## src/rtl/memory_arbiter.sv

```systemverilog
// -----------------------------------------------------------------------------
// memory_arbiter
//
// Shares one memory port between the CPU memory sequencer and the external
// program loader / debug port. Accesses are serialised through a four-state
// FSM (IDLE -> ISSUE -> WAIT -> ACK). In IDLE the winner's command is latched.
// ISSUE strobes mem_en for exactly one cycle. WAIT covers the remaining memory
// latency. ACK returns read data and a one-cycle ack to the winner.
//
// While ldr_lock is high the CPU is not a candidate, so the loader can
// burst-program memory without interleaved CPU traffic.
//
// Ports:
//   clock, reset_n               clock (posedge); synchronous active-low reset
//   cpu_req/we/addr/wdata        CPU command; req is a level held until cpu_ack
//   cpu_ack, cpu_rdata           CPU completion pulse and registered read data
//   ldr_req/we/addr/wdata        loader command; req is a level held until ldr_ack
//   ldr_lock                     holds off CPU requests while high
//   ldr_ack, ldr_rdata           loader completion pulse and registered read data
//   mem_en/we/addr/wdata         memory strobe and command; all zero when idle
//   mem_rdata                    memory read data, MEM_LATENCY cycles after mem_en
//   owner                        requester of current/last transaction (0 CPU, 1 LDR)
//   busy                         high whenever the FSM is not in IDLE
// -----------------------------------------------------------------------------
module memory_arbiter #(
    parameter int ADDR_WIDTH      = 8,
    parameter int DATA_WIDTH      = 8,
    parameter int MEM_LATENCY     = 1,
    parameter int LOADER_PRIORITY = 0
) (
    input  logic                  clock,
    input  logic                  reset_n,
    input  logic                  cpu_req,
    input  logic                  cpu_we,
    input  logic [ADDR_WIDTH-1:0] cpu_addr,
    input  logic [DATA_WIDTH-1:0] cpu_wdata,
    output logic                  cpu_ack,
    output logic [DATA_WIDTH-1:0] cpu_rdata,
    input  logic                  ldr_req,
    input  logic                  ldr_we,
    input  logic [ADDR_WIDTH-1:0] ldr_addr,
    input  logic [DATA_WIDTH-1:0] ldr_wdata,
    input  logic                  ldr_lock,
    output logic                  ldr_ack,
    output logic [DATA_WIDTH-1:0] ldr_rdata,
    output logic                  mem_en,
    output logic                  mem_we,
    output logic [ADDR_WIDTH-1:0] mem_addr,
    output logic [DATA_WIDTH-1:0] mem_wdata,
    input  logic [DATA_WIDTH-1:0] mem_rdata,
    output logic                  owner,
    output logic                  busy
);

    localparam int                   CNT_WIDTH = 4;
    localparam logic [CNT_WIDTH-1:0] LAT_LOAD  = CNT_WIDTH'(MEM_LATENCY - 1);
    localparam logic                 PRIO_LDR  = (LOADER_PRIORITY != 0);

    typedef enum logic [1:0] {
        ST_IDLE  = 2'd0,
        ST_ISSUE = 2'd1,
        ST_WAIT  = 2'd2,
        ST_ACK   = 2'd3
    } state_t;

    state_t                r_state;
    state_t                w_state_next;

    logic                  r_last_owner;
    logic                  r_owner;
    logic                  r_busy;
    logic                  r_cmd_we;
    logic [CNT_WIDTH-1:0]  r_cnt;
    logic                  r_mem_en;
    logic                  r_mem_we;
    logic [ADDR_WIDTH-1:0] r_mem_addr;
    logic [DATA_WIDTH-1:0] r_mem_wdata;
    logic                  r_cpu_ack;
    logic                  r_ldr_ack;
    logic [DATA_WIDTH-1:0] r_cpu_rdata;
    logic [DATA_WIDTH-1:0] r_ldr_rdata;

    logic                  w_cpu_cand;
    logic                  w_ldr_cand;
    logic                  w_grant;
    logic                  w_grant_ldr;
    logic                  w_enter_ack;
    logic                  w_sel_we;
    logic [ADDR_WIDTH-1:0] w_sel_addr;
    logic [DATA_WIDTH-1:0] w_sel_wdata;

    // Arbitration: pick the winner among the current candidates and mux its command.
    always_comb begin
        w_cpu_cand  = cpu_req & ~ldr_lock;
        w_ldr_cand  = ldr_req;
        w_grant     = (r_state == ST_IDLE) & (w_cpu_cand | w_ldr_cand);
        // On a tie the loader wins when it has priority, or when the CPU had
        // the last turn (round-robin hands the port to the other requester).
        w_grant_ldr = w_ldr_cand & (~w_cpu_cand | PRIO_LDR | ~r_last_owner);
        w_sel_we    = cpu_we;
        w_sel_addr  = cpu_addr;
        w_sel_wdata = cpu_wdata;
        if (w_grant_ldr) begin
            w_sel_we    = ldr_we;
            w_sel_addr  = ldr_addr;
            w_sel_wdata = ldr_wdata;
        end else begin
            w_sel_we    = cpu_we;
            w_sel_addr  = cpu_addr;
            w_sel_wdata = cpu_wdata;
        end
    end

    // Next-state logic of the access sequencer.
    always_comb begin
        w_state_next = r_state;
        case (r_state)
            ST_IDLE: begin
                if (w_grant) begin
                    w_state_next = ST_ISSUE;
                end else begin
                    w_state_next = ST_IDLE;
                end
            end
            ST_ISSUE: begin
                if (MEM_LATENCY > 1) begin
                    w_state_next = ST_WAIT;
                end else begin
                    w_state_next = ST_ACK;
                end
            end
            ST_WAIT: begin
                // Counter holds the WAIT cycles still to go including this one.
                if (r_cnt <= 4'd1) begin
                    w_state_next = ST_ACK;
                end else begin
                    w_state_next = ST_WAIT;
                end
            end
            ST_ACK: begin
                w_state_next = ST_IDLE;
            end
            default: begin
                w_state_next = ST_IDLE;
            end
        endcase
        w_enter_ack = (w_state_next == ST_ACK);
    end

    // State, latched command, latency counter and all registered outputs.
    always_ff @(posedge clock) begin
        if (!reset_n) begin
            r_state      <= ST_IDLE;
            r_last_owner <= 1'b1;
            r_owner      <= 1'b0;
            r_busy       <= 1'b0;
            r_cmd_we     <= 1'b0;
            r_cnt        <= '0;
            r_mem_en     <= 1'b0;
            r_mem_we     <= 1'b0;
            r_mem_addr   <= '0;
            r_mem_wdata  <= '0;
            r_cpu_ack    <= 1'b0;
            r_ldr_ack    <= 1'b0;
            r_cpu_rdata  <= '0;
            r_ldr_rdata  <= '0;
        end else begin
            r_state  <= w_state_next;
            r_busy   <= (w_state_next != ST_IDLE);
            r_mem_en <= w_grant;
            // The memory command registers double as the address/data latch:
            // nothing after the issue cycle needs them, so they return to zero.
            if (w_grant) begin
                r_cmd_we     <= w_sel_we;
                r_mem_we     <= w_sel_we;
                r_mem_addr   <= w_sel_addr;
                r_mem_wdata  <= w_sel_wdata;
                r_owner      <= w_grant_ldr;
                r_last_owner <= w_grant_ldr;
            end else begin
                r_mem_we     <= 1'b0;
                r_mem_addr   <= '0;
                r_mem_wdata  <= '0;
            end
            if (r_state == ST_ISSUE) begin
                r_cnt <= LAT_LOAD;
            end else if (r_state == ST_WAIT) begin
                r_cnt <= r_cnt - 4'd1;
            end
            r_cpu_ack <= w_enter_ack & ~r_owner;
            r_ldr_ack <= w_enter_ack & r_owner;
            // The edge entering ACK is MEM_LATENCY cycles after mem_en: data is valid.
            if (w_enter_ack && !r_cmd_we) begin
                if (r_owner) begin
                    r_ldr_rdata <= mem_rdata;
                end else begin
                    r_cpu_rdata <= mem_rdata;
                end
            end
        end
    end

    assign cpu_ack   = r_cpu_ack;
    assign cpu_rdata = r_cpu_rdata;
    assign ldr_ack   = r_ldr_ack;
    assign ldr_rdata = r_ldr_rdata;
    assign mem_en    = r_mem_en;
    assign mem_we    = r_mem_we;
    assign mem_addr  = r_mem_addr;
    assign mem_wdata = r_mem_wdata;
    assign owner     = r_owner;
    assign busy      = r_busy;

endmodule
```

## config.mk

```make
export PLATFORM = sky130hd
export DESIGN_NAME = memory_arbiter
export DESIGN_NICKNAME = d
export VERILOG_FILES = /design/src/rtl/memory_arbiter.sv
export SDC_FILE = /design/constraint.sdc
export NUM_CORES = 1
export LEC_CHECK = 0
export BUFFER_PORTS_ARGS = -buffer_cell sky130_fd_sc_hd__buf_2
export CELL_PAD_IN_SITES_DETAIL_PLACEMENT = 0
export CELL_PAD_IN_SITES_GLOBAL_PLACEMENT = 2
export CORE_ASPECT_RATIO = 0.75
export CORE_MARGIN = 2
export CORE_UTILIZATION = 24
export CTS_BUF_LIST = sky130_fd_sc_hd__clkbuf_8
export CTS_CLUSTER_DIAMETER = 120
export DETAILED_ROUTE_END_ITERATION = 6
export PLACE_DENSITY = 0.81
export SYNTH_ARGS = -nofsm -noshare
export SYNTH_HDL_FRONTEND = slang
export SYNTH_SLANG_ARGS = --single-unit
```

## constraint.sdc

```tcl
create_clock -name clock -period 1.4 [get_ports clock]
set_input_delay 0.21 -clock clock [delete_from_list [all_inputs] [get_ports clock]]
set_output_delay 0.21 -clock clock [all_outputs]
set_load 0.05 [all_outputs]
```

==> results of run 1 <==
-- state kept, by name, summed over array words and instances (netlist names) --
| name | flops |
|---|---|
| ldr_rdata | 8 |
| r_last_owner | 1 |
| mem_addr | 8 |
| ldr_ack | 1 |
| cpu_rdata | 8 |
| cpu_ack | 1 |
| r_state | 2 |
| owner | 1 |
| mem_wdata | 8 |
| mem_we | 1 |
| busy | 1 |
| r_cmd_we | 1 |
| r_cnt | 4 |
| mem_en | 1 |
-- power by group --
part           total, mW  switching [mW]  leakage [nW]  internal, mW
registers           1.78           0.163         0.376          1.62
clock network      0.982           0.456        0.0556         0.526
logic               2.40            1.57         0.870         0.830
total               5.17            2.19          1.30          2.98
-- routing by layer --
layer | routed length (um) | track usage, %
met1 | 2183 | 14.33
met2 | 1828 | 16.36
met3 | 376 | 4.245
met4 | 50 | 4.000
met5 | 0 | 0
-- worst max-delay path: stages (launching register included) --
cell     delay [ns]
dfxtp_2        0.34
inv_2          0.05
ha_4           0.25
or2b_1         0.24
nor2_2         0.13
nand3_4        0.17
mux2i_1        0.15
-- layout make-up --
| type | instances | area share (%) |
|---|---|---|
| Inverter | 6 | 0.8871 |
| Multi-Input combinational cell | 137 | 34.30 |
| Clock inverter | 3 | 1.626 |
| Tap cell | 101 | 4.978 |
| Sequential cell | 46 | 36.42 |
| Clock buffer | 5 | 2.711 |
| Timing Repair Buffer | 92 | 19.07 |
-- cell usage in the layout (no fill, tap or decap), types with 2 or more instances in the layout --
cell type,instances
buf_4,7
nor2_2,3
inv_2,2
mux2i_1,17
nand3_1,2
nand3_4,2
inv_1,5
nor2_1,7
dfxtp_2,3
buf_2,84
clkbuf_8,5
nand2_1,62
nand2b_1,3
ha_1,3
a21oi_1,17
ha_4,2
xnor2_1,2
o21ai_0,2
dfxtp_1,43
and2_2,2
-- worst paths after layout --
| path | start | to | cells past startpoint |
|---|---|---|---|
| setup / recovery | r_state[0]$_SDFF_PN0_ | cpu_rdata[7]$_SDFFE_PN0P_ | 6 |
| hold / removal | ldr_wdata[4] | mem_wdata[4]$_SDFF_PN0_ | 3 |
| setup reg to reg | r_state[0]$_SDFF_PN0_ | cpu_rdata[7]$_SDFFE_PN0P_ | 6 |
| hold reg to reg | ldr_rdata[5]$_SDFFE_PN0P_ | ldr_rdata[5]$_SDFFE_PN0P_ | 2 |
-- cells in the mapped netlist, types with 3 or more instances --
cell type	instances
ha_1	5
mux2i_1	17
a21oi_1	17
inv_1	6
nor2_1	11
dfxtp_1	46
nand2_1	62
nand2b_1	3
-- stage by stage --
step | cells | util, % | cell area [um2] | setup slack [ns]
after floorplan | 196 | - | 1851 | -0.008128
after global placement | 379 | 32.16 | 2369 | -0.06407
after detailed placement | 379 | 32.16 | 2369 | -0.09963
after CTS | 388 | 33.76 | 2486 | -0.06988
after global routing | 390 | 34.47 | 2539 | -0.1580
final | 390 | 34.47 | 2539 | -0.05884
-- cells by family (layout without fill, tap and decap cells) --
| logic type | count (synthesis) | count (layout) | synth area share, % |
|---|---|---|---|
| AND/OR/NAND/NOR | 88 | 88 | 21.94 |
| flip-flops | 46 | 46 | 50.31 |
| XOR/XNOR | 3 | 3 | 1.436 |
| AO/OA/AOI/OAI | 24 | 24 | 8.750 |
| multiplexers | 17 | 17 | 9.296 |
| buffers and inverters | 13 | 106 | 4.853 |
| adder cells (fa/ha/maj) | 5 | 5 | 3.418 |
-- repair_timing --
action / in CTS / in global routing
pin swaps: 3 / 3
setup buffers: 1 / 2
gates resized for setup: 0 / 9
endpoints found under the setup margin: 16 / 20
hold endpoints to repair: 0 / 0
==> flow_summary.toml, run 1 <==
[sta]
period_minus_slack_ns = 1.459
max_freq_mhz = 685.5
skew_ns = 0.01112
setup_viol = 9
whs_ns = 0.1361
tns_ns = -0.4081
finalHoldViolCount = 0
rsz0062_at_grt = "true"
setup_slack_ns = -0.05884
slew_headroom_pct = 73.42
finalCritPeriodShare_pct = 104.2
worst_slew_pin_slew_ns = 0.3986
report.final.slew_viol_count = 0

[synth]
ys_seq_area_share_pct = 50.31
synth_edf_count = 0
postSynthAreaPerCell_um2 = 9.339
yosysTopAreaCell = "dfxtp_1"
synth-main-ff-cell = "dfxtp_1"
ys_ff_latch = 46
syn-cell-area_um2 = 1831
synth_top_area_share_pct = 50.31
syn-instance-count = 196
synth_nets = 248
synth_async_sr_flop_share_pct = 0
synth_cell_type_count = 30
netlist_top_cells_area = "dfxtp_1, nand2_1, mux2i_1"
ys_warn_count = 0

[finish]
regArea_um2 = 924.6
diodes = 0
drive_above_1_share_pct = 41.18
fillers = 779
layout.nets = 340
multiInputGateArea_um2 = 870.8
areaGrowthSynthToFinish_pct = 38.69

[cts]
cts_buffers = 5
clk_pin_slew_worst_paths_ns = 0.09
cts_tree = "done"
hold_buffers = 0
root_buffer = "clkbuf_8"
htreeDepth = 2
numClockSinks = 46
worstSkewPairLatency_ns = 0.30
clock_path_buffers = 2

[floorplan]
die_x_um = 104.8
row_count = 27
fp.dieH_um = 79.63
die_area_um2 = 8349
initial_core_util_pct = 24.86
io_pins = 85
core-area_um2 = 7365

[power_and_ir_drop]
peakVddDrop_mv = 0.8241
p_total_mw = 5.171
power_leakage_nw = 1.302
p_per_area_nw_per_um2 = 2037

[global_route]
grt.total_usage_pct = 10.95
grt_pass1_vias = 1402
grt-ovfl-total = 0
grt_max_degree = 21
antenna_found_initial = 0
grt_pass1_wl_um = 7072

[route]
vias_per_cell = 3.900
wl_per_cell_um = 11.38
drt_iter0_markers = 72
wl_um = 4438
first_pass_iters = 4
postRouteAntennaNets = 0
vias = 1521
drc = 0

[worst_setup_path]
worstSetupEndpointType = "flop"
crit_required_ns = 1.58
critPathMaxFanout = 8
rrSetupSlack_ns = -0.06
crit_path_start_kind = "flop"
path_class = "flop to flop"
arrival_ns = 1.64

[outcome]
violations = "setup timing"
status = "finished with violations"

[placed_design]
gp_congestion = 0.7647
dp_hpwl_um = 3246
portBuffers = 84

[flow_run]
timing.max_cap.violations = 0

[min_path]
min_path_type = "primary input to flop"
No activity file was read; power rests on OpenSTA's default activity.
==> run 2, diff against run 1 <==
--- a/config.mk
+++ b/config.mk
@@ -14,7 +14,7 @@
 export CTS_BUF_LIST = sky130_fd_sc_hd__clkbuf_8
 export CTS_CLUSTER_DIAMETER = 120
 export DETAILED_ROUTE_END_ITERATION = 6
-export PLACE_DENSITY = 0.81
+export PLACE_DENSITY_LB_ADDON = 0.12
 export SYNTH_ARGS = -nofsm -noshare
 export SYNTH_HDL_FRONTEND = slang
 export SYNTH_SLANG_ARGS = --single-unit
==> flow_summary.toml, run 2 (synthesis gave the netlist of run 1 again) <==
[outcome]
status = "finished with violations"
violations = "setup timing"

[route]
drt_iter0_markers = 54
first_pass_iters = 4
wl_um = 4622
vias_per_cell = 3.957
vias = 1563
wl_per_cell_um = 11.70
drc = 0
postRouteAntennaNets = 0

[worst_setup_path]
critPathMaxStageDelay_ns = 0.34
crit_path_start_kind = "flop"
critical_path_depth = 6
cpMaxStageDelayCell = "dfxtp_2"
rrSetupSlack_ns = -0.07
r2r_start = "r_state[0]$_SDFF_PN0_"
critPathLaunch = "r_state[0]$_SDFF_PN0_"
reg2reg_depth = 6
crit_chain = "inv_2, ha_4, or2b_1, nor2_2, nand3_4, mux2i_1"
path_class = "flop to flop"
worstSetupEndpointType = "flop"
critPathMaxFanout = 8
path_buf_inv = 1
reg2reg_to = "cpu_rdata[6]$_SDFFE_PN0P_"
arrival_ns = 1.65
cpLargestDelayFamily = "simple AND/OR/NAND/NOR gates"
crit_end = "cpu_rdata[6]$_SDFFE_PN0P_"
crit_required_ns = 1.58

[power_and_ir_drop]
p_int_mw = 2.866
p_switching_mw = 2.206
seqPwrFrac_pct = 34.8
peakVddDrop_mv = 0.9197
clock_power_share_pct = 14.9
p_comb_share_pct = 50.2
p_per_area_nw_per_um2 = 1981
power_leakage_nw = 1.325
switching_share_pct = 43.50

[finish]
diodes = 0
drive_above_1_share_pct = 41.84
layout_commonest_cell = "buf_2"
areaGrowthSynthToFinish_pct = 39.85
design_area_um2 = 2560
layout.nets = 346
final_cell_mix = "buf_2, nand2_1, dfxtp_1"
fin_cells = 395

[sta]
setup_viol = 16
slew_headroom_pct = 80.18
finalCritPeriodShare_pct = 105.0
report.final.slew_viol_count = 0
rsz0062_at_grt = "true"
worst_slew_pin_slew_ns = 0.2890
setup_slack_ns = -0.06964
skew_ns = 0.007614
finalHoldViolCount = 0
period_minus_slack_ns = 1.470
max_freq_mhz = 680.4

[floorplan]
fp.dieH_um = 79.63
initial_core_util_pct = 24.86
row_count = 27
core-area_um2 = 7365
io_pins = 85
die_x_um = 104.8
die_area_um2 = 8349

[cts]
cts_tree = "done"
clock_path_buffers = 2
htreeDepth = 2
numClockSinks = 46
clk_pin_slew_worst_paths_ns = 0.09
cts_buffers = 5
worstSkewPairLatency_ns = 0.29
root_buffer = "clkbuf_8"
hold_buffers = 0

[min_path]
min_path_type = "primary input to flop"
hp-start = "ldr_wdata[3]"

[global_route]
antenna_found_initial = 0
grt_pass1_vias = 1580
grt_max_degree = 27
grt.total_usage_pct = 11.50
grt-ovfl-total = 0
grt_pass1_wl_um = 7569

[placed_design]
gp_congestion = 0.6763
dpl_cell_area_um2 = 2429
portBuffers = 84
placed_cells = 387
dp_hpwl_um = 3488

[flow_run]
timing.max_cap.violations = 0
run 2: worst min-delay path by stage:
stage	slack, ns	endpoint	depth (start not counted)
floorplan	0.35	mem_addr[0]$_SDFF_PN0_	2
global placement	0.45	cpu_rdata[6]$_SDFFE_PN0P_	2
detailed placement	0.45	mem_addr[2]$_SDFF_PN0_	3
CTS	0.14	mem_addr[2]$_SDFF_PN0_	3
global route	0.13	mem_wdata[2]$_SDFF_PN0_	3
finish	0.15	mem_wdata[3]$_SDFF_PN0_	3
run 2: cell type report:
| type | count | area (um2) |
|---|---|---|
| Clock inverter | 2 | 7.507 |
| Clock buffer | 5 | 68.82 |
| Timing Repair Buffer | 98 | 525.5 |
| Fill cell | 806 | 4805 |
| Multi-Input combinational cell | 137 | 885.9 |
| Tap cell | 101 | 126.4 |
| Inverter | 6 | 22.52 |
| Sequential cell | 46 | 923.4 |
run 2: worst reg2reg max path, cell delays in order (launching register included):
cell	delay [ns]
dfxtp_2	0.34
inv_2	0.05
ha_4	0.26
or2b_1	0.24
nor2_2	0.13
nand3_4	0.18
mux2i_1	0.16
run 2: power by group through the flow:
| stage | clock network [mW] | registers (mW) | logic (mW) |
|---|---|---|---|
| floorplan | 0 | 2.54 | 1.03 |
| detailed placement | 0 | 1.81 | 2.42 |
| CTS | 0.803 | 1.78 | 2.54 |
| finish | 0.758 | 1.77 | 2.55 |
| global placement | 0 | 1.80 | 2.44 |
| global route | 0.870 | 1.82 | 2.74 |
run 2: metrics by stage:
| stage | total power [mW] | setup slack, ns | hold WS (ns) | TNS (ns) | utilization [%] |
|---|---|---|---|---|---|
| after floorplan | 3.569 | -0.008128 | 0.3460 | -0.06503 | - |
| after CTS | 5.119 | -0.08238 | 0.1354 | -0.8554 | 34.59 |
| after global placement | 4.240 | -0.06801 | 0.4491 | -0.8428 | 32.98 |
| final | 5.072 | -0.06964 | 0.1485 | -0.6012 | 34.76 |
| after detailed placement | 4.231 | -0.08933 | 0.4540 | -1.235 | 32.98 |
| after global routing | 5.430 | -0.1359 | 0.1301 | -1.760 | 34.76 |
run 2: per-layer routing:
metal | vias to the layer above | global-route usage, % | part of all wire, %
li1 | 830 | - | -
met1 | 686 | 15.65 | 51
met2 | 42 | 17.40 | 43
met3 | 5 | 3.510 | 5.4
met4 | 0 | 3.600 | 0.74
met5 | - | 0 | 0
run 2: timing repair:
action | 4_1_cts | 5_1_grt
pin swaps | 5 | 0
setup buffers | 1 | 0
setup endpoints to repair | 16 | 22
resized for setup | 6 | 3
==> run 3, diff against run 2 <==
--- a/config.mk
+++ b/config.mk
@@ -5,12 +5,13 @@
 export SDC_FILE = /design/constraint.sdc
 export NUM_CORES = 1
 export LEC_CHECK = 0
+export ABC_AREA = 1
 export BUFFER_PORTS_ARGS = -buffer_cell sky130_fd_sc_hd__buf_2
 export CELL_PAD_IN_SITES_DETAIL_PLACEMENT = 0
 export CELL_PAD_IN_SITES_GLOBAL_PLACEMENT = 2
 export CORE_ASPECT_RATIO = 0.75
 export CORE_MARGIN = 2
-export CORE_UTILIZATION = 24
+export CORE_UTILIZATION = 23
 export CTS_BUF_LIST = sky130_fd_sc_hd__clkbuf_8
 export CTS_CLUSTER_DIAMETER = 120
 export DETAILED_ROUTE_END_ITERATION = 6
==> flow_summary.toml, run 3 <==
[finish]
fillers = 931
layout.nets = 440
layout_commonest_cell = "buf_2"
final_cell_mix = "buf_2, nand2_1, inv_1"
diodes = 0
drive_above_1_share_pct = 44.47
design_area_um2 = 2982
areaGrowthSynthToFinish_pct = 50.73

[sta]
skew_ns = 0.005019
report.final.slew_viol_count = 0
finalCritPeriodShare_pct = 105.5
period_minus_slack_ns = 1.477
setup_slack_ns = -0.07699
setup_viol = 20
worst_slew_pin_slew_ns = 0.3119
rsz0062_at_grt = "true"
max_freq_mhz = 677.1
whs_ns = 0.1334
finalHoldViolCount = 0
slew_headroom_pct = 79.17

[global_route]
grt-ovfl-total = 0
antenna_found_initial = 0
grt_pass1_wl_um = 8845
grt_pass1_vias = 1891
grt.total_usage_pct = 11.86
grt_max_degree = 22

[floorplan]
io_pins = 85
fp.dieH_um = 84.32
die_x_um = 111.1
initial_core_util_pct = 23.50
row_count = 29
core-area_um2 = 8418
die_area_um2 = 9366

[synth]
yosysMostFrequentCell = "nand2_1"
ys_ff_latch = 46
syn-cell-area_um2 = 1978
synth_top_area_share_pct = 46.55
yosysTopAreaCell = "dfxtp_1"
ys_seq_area_share_pct = 46.55
syn-instance-count = 276
synth_edf_count = 0
synth_async_sr_flop_share_pct = 0
netlist_top_cells_area = "dfxtp_1, nand2_1, inv_1"
synthTopCellsByCount = "nand2_1, inv_1, dfxtp_1, nor2_1, a21oi_1"
synth-main-ff-cell = "dfxtp_1"
synth_nets = 328
ys_warn_count = 0
postSynthAreaPerCell_um2 = 7.167
synth_cell_type_count = 23

[placed_design]
gp_congestion = 0.6954
dp_hpwl_um = 4060
portBuffers = 84
dpl_cell_area_um2 = 2699

[route]
vias_per_cell = 3.984
wl_um = 5419
vias = 1980
drc = 0
postRouteAntennaNets = 0
wl_per_cell_um = 10.90
first_pass_iters = 4
drt_iter0_markers = 82

[flow_run]
timing.max_cap.violations = 0

[worst_setup_path]
crit_required_ns = 1.61
crit_path_start_kind = "flop"
worstSetupEndpointType = "flop"
reg2reg_to = "cpu_rdata[3]$_SDFFE_PN0P_"
path_class = "flop to flop"
arrival_ns = 1.68
critPathLaunch = "r_state[1]$_SDFF_PN0_"
r2r_start = "r_state[1]$_SDFF_PN0_"
crit_end = "cpu_rdata[3]$_SDFFE_PN0P_"
rrSetupSlack_ns = -0.08
critPathMaxFanout = 9
reg2reg_depth = 9

[min_path]
min_path_type = "primary input to flop"
min_delay_path_depth = 3

[power_and_ir_drop]
p_per_area_nw_per_um2 = 1586
power_leakage_nw = 1.552
peakVddDrop_mv = 0.7067

[cts]
cts_buffers = 5
htreeDepth = 2
root_buffer = "clkbuf_8"
cts_tree = "done"
clk_pin_slew_worst_paths_ns = 0.09
clock_path_buffers = 2
numClockSinks = 46
worstSkewPairLatency_ns = 0.30
hold_buffers = 0

[outcome]
violations = "setup timing"
status = "finished with violations"
## run 3: layout make-up
class,instances,area (um2),share of cell area [%]
inverters,59,229.0,7.679
well taps,108,135.1,4.532
multi-input cells,162,893.4,29.96
clock buffers,6,82.58,2.770
flip-flops and latches,46,932.1,31.26
repair buffers,114,696.9,23.37
clock inverters,2,12.51,0.4196
## run 3: power by group
group | switching, mW | internal (mW)
registers | 0.117 | 1.51
clock network | 0.485 | 0.398
logic | 1.36 | 0.857
total | 1.96 | 2.77
## run 3: worst min path at each step
stage	start	to
final	cpu_wdata[0]	mem_wdata[0]$_SDFF_PN0_
after global routing	cpu_addr[5]	mem_addr[5]$_SDFF_PN0_
after CTS	cpu_wdata[5]	mem_wdata[5]$_SDFF_PN0_
after detailed placement	cpu_wdata[0]	mem_wdata[0]$_SDFF_PN0_
after global placement	cpu_addr[0]	mem_addr[0]$_SDFF_PN0_
after floorplan	cpu_addr[0]	mem_addr[0]$_SDFF_PN0_
## run 3: worst max-delay path: stages (launching register included)
cell and delay, ns:
dfxtp_4 0.38, inv_4 0.04, ha_4 0.26, inv_2 0.04
nor2_4 0.18, buf_6 0.13, buf_12 0.10, nand4_1 0.10
nand2_1 0.10, nor2_1 0.05
## run 3: through the flow
| step | utilization, % | total power, mW | setup TNS [ns] | cells | setup slack, ns |
|---|---|---|---|---|---|
| 2_1_floorplan | - | 2.976 | 0 | 276 | 0.0001734 |
| 3_3_place_gp | 32.06 | 3.588 | -1.924 | 481 | -0.1491 |
| 3_5_place_dp | 32.06 | 3.568 | -1.966 | 481 | -0.1491 |
| 4_1_cts | 34.01 | 4.617 | -0.7014 | 494 | -0.08246 |
| 5_1_grt | 35.42 | 5.077 | -3.059 | 497 | -0.2005 |
| 6_report | 35.42 | 4.730 | -0.8199 | 497 | -0.07699 |
## run 3: cells by family (layout without fill, tap and decap cells)
family                     after synthesis  count (layout)  synth area share (%)
and+or+nand+nor                        135             135                 30.55
buffers and inverters                   68             181                 13.85
DFF                                     46              46                 46.55
AOI/OAI and AO/OA                       22              22                 5.882
adders and majority gates                5               5                 3.163
## run 3: repair_timing
action                                 CTS  global route
buffers inserted                         5             3
setup endpoints to repair               17            37
pin swaps                               13            16
gates resized for setup                 11            34
endpoints found under the hold margin    0             0
## run 3: routing by layer
layer,up-vias,share of wire (%),GRT usage [%]
met5,-,0,0
met4,0,1.1,3.704
met3,5,9.0,5.199
met2,59,41,17.85
met1,861,49,15.40
li1,1055,-,-
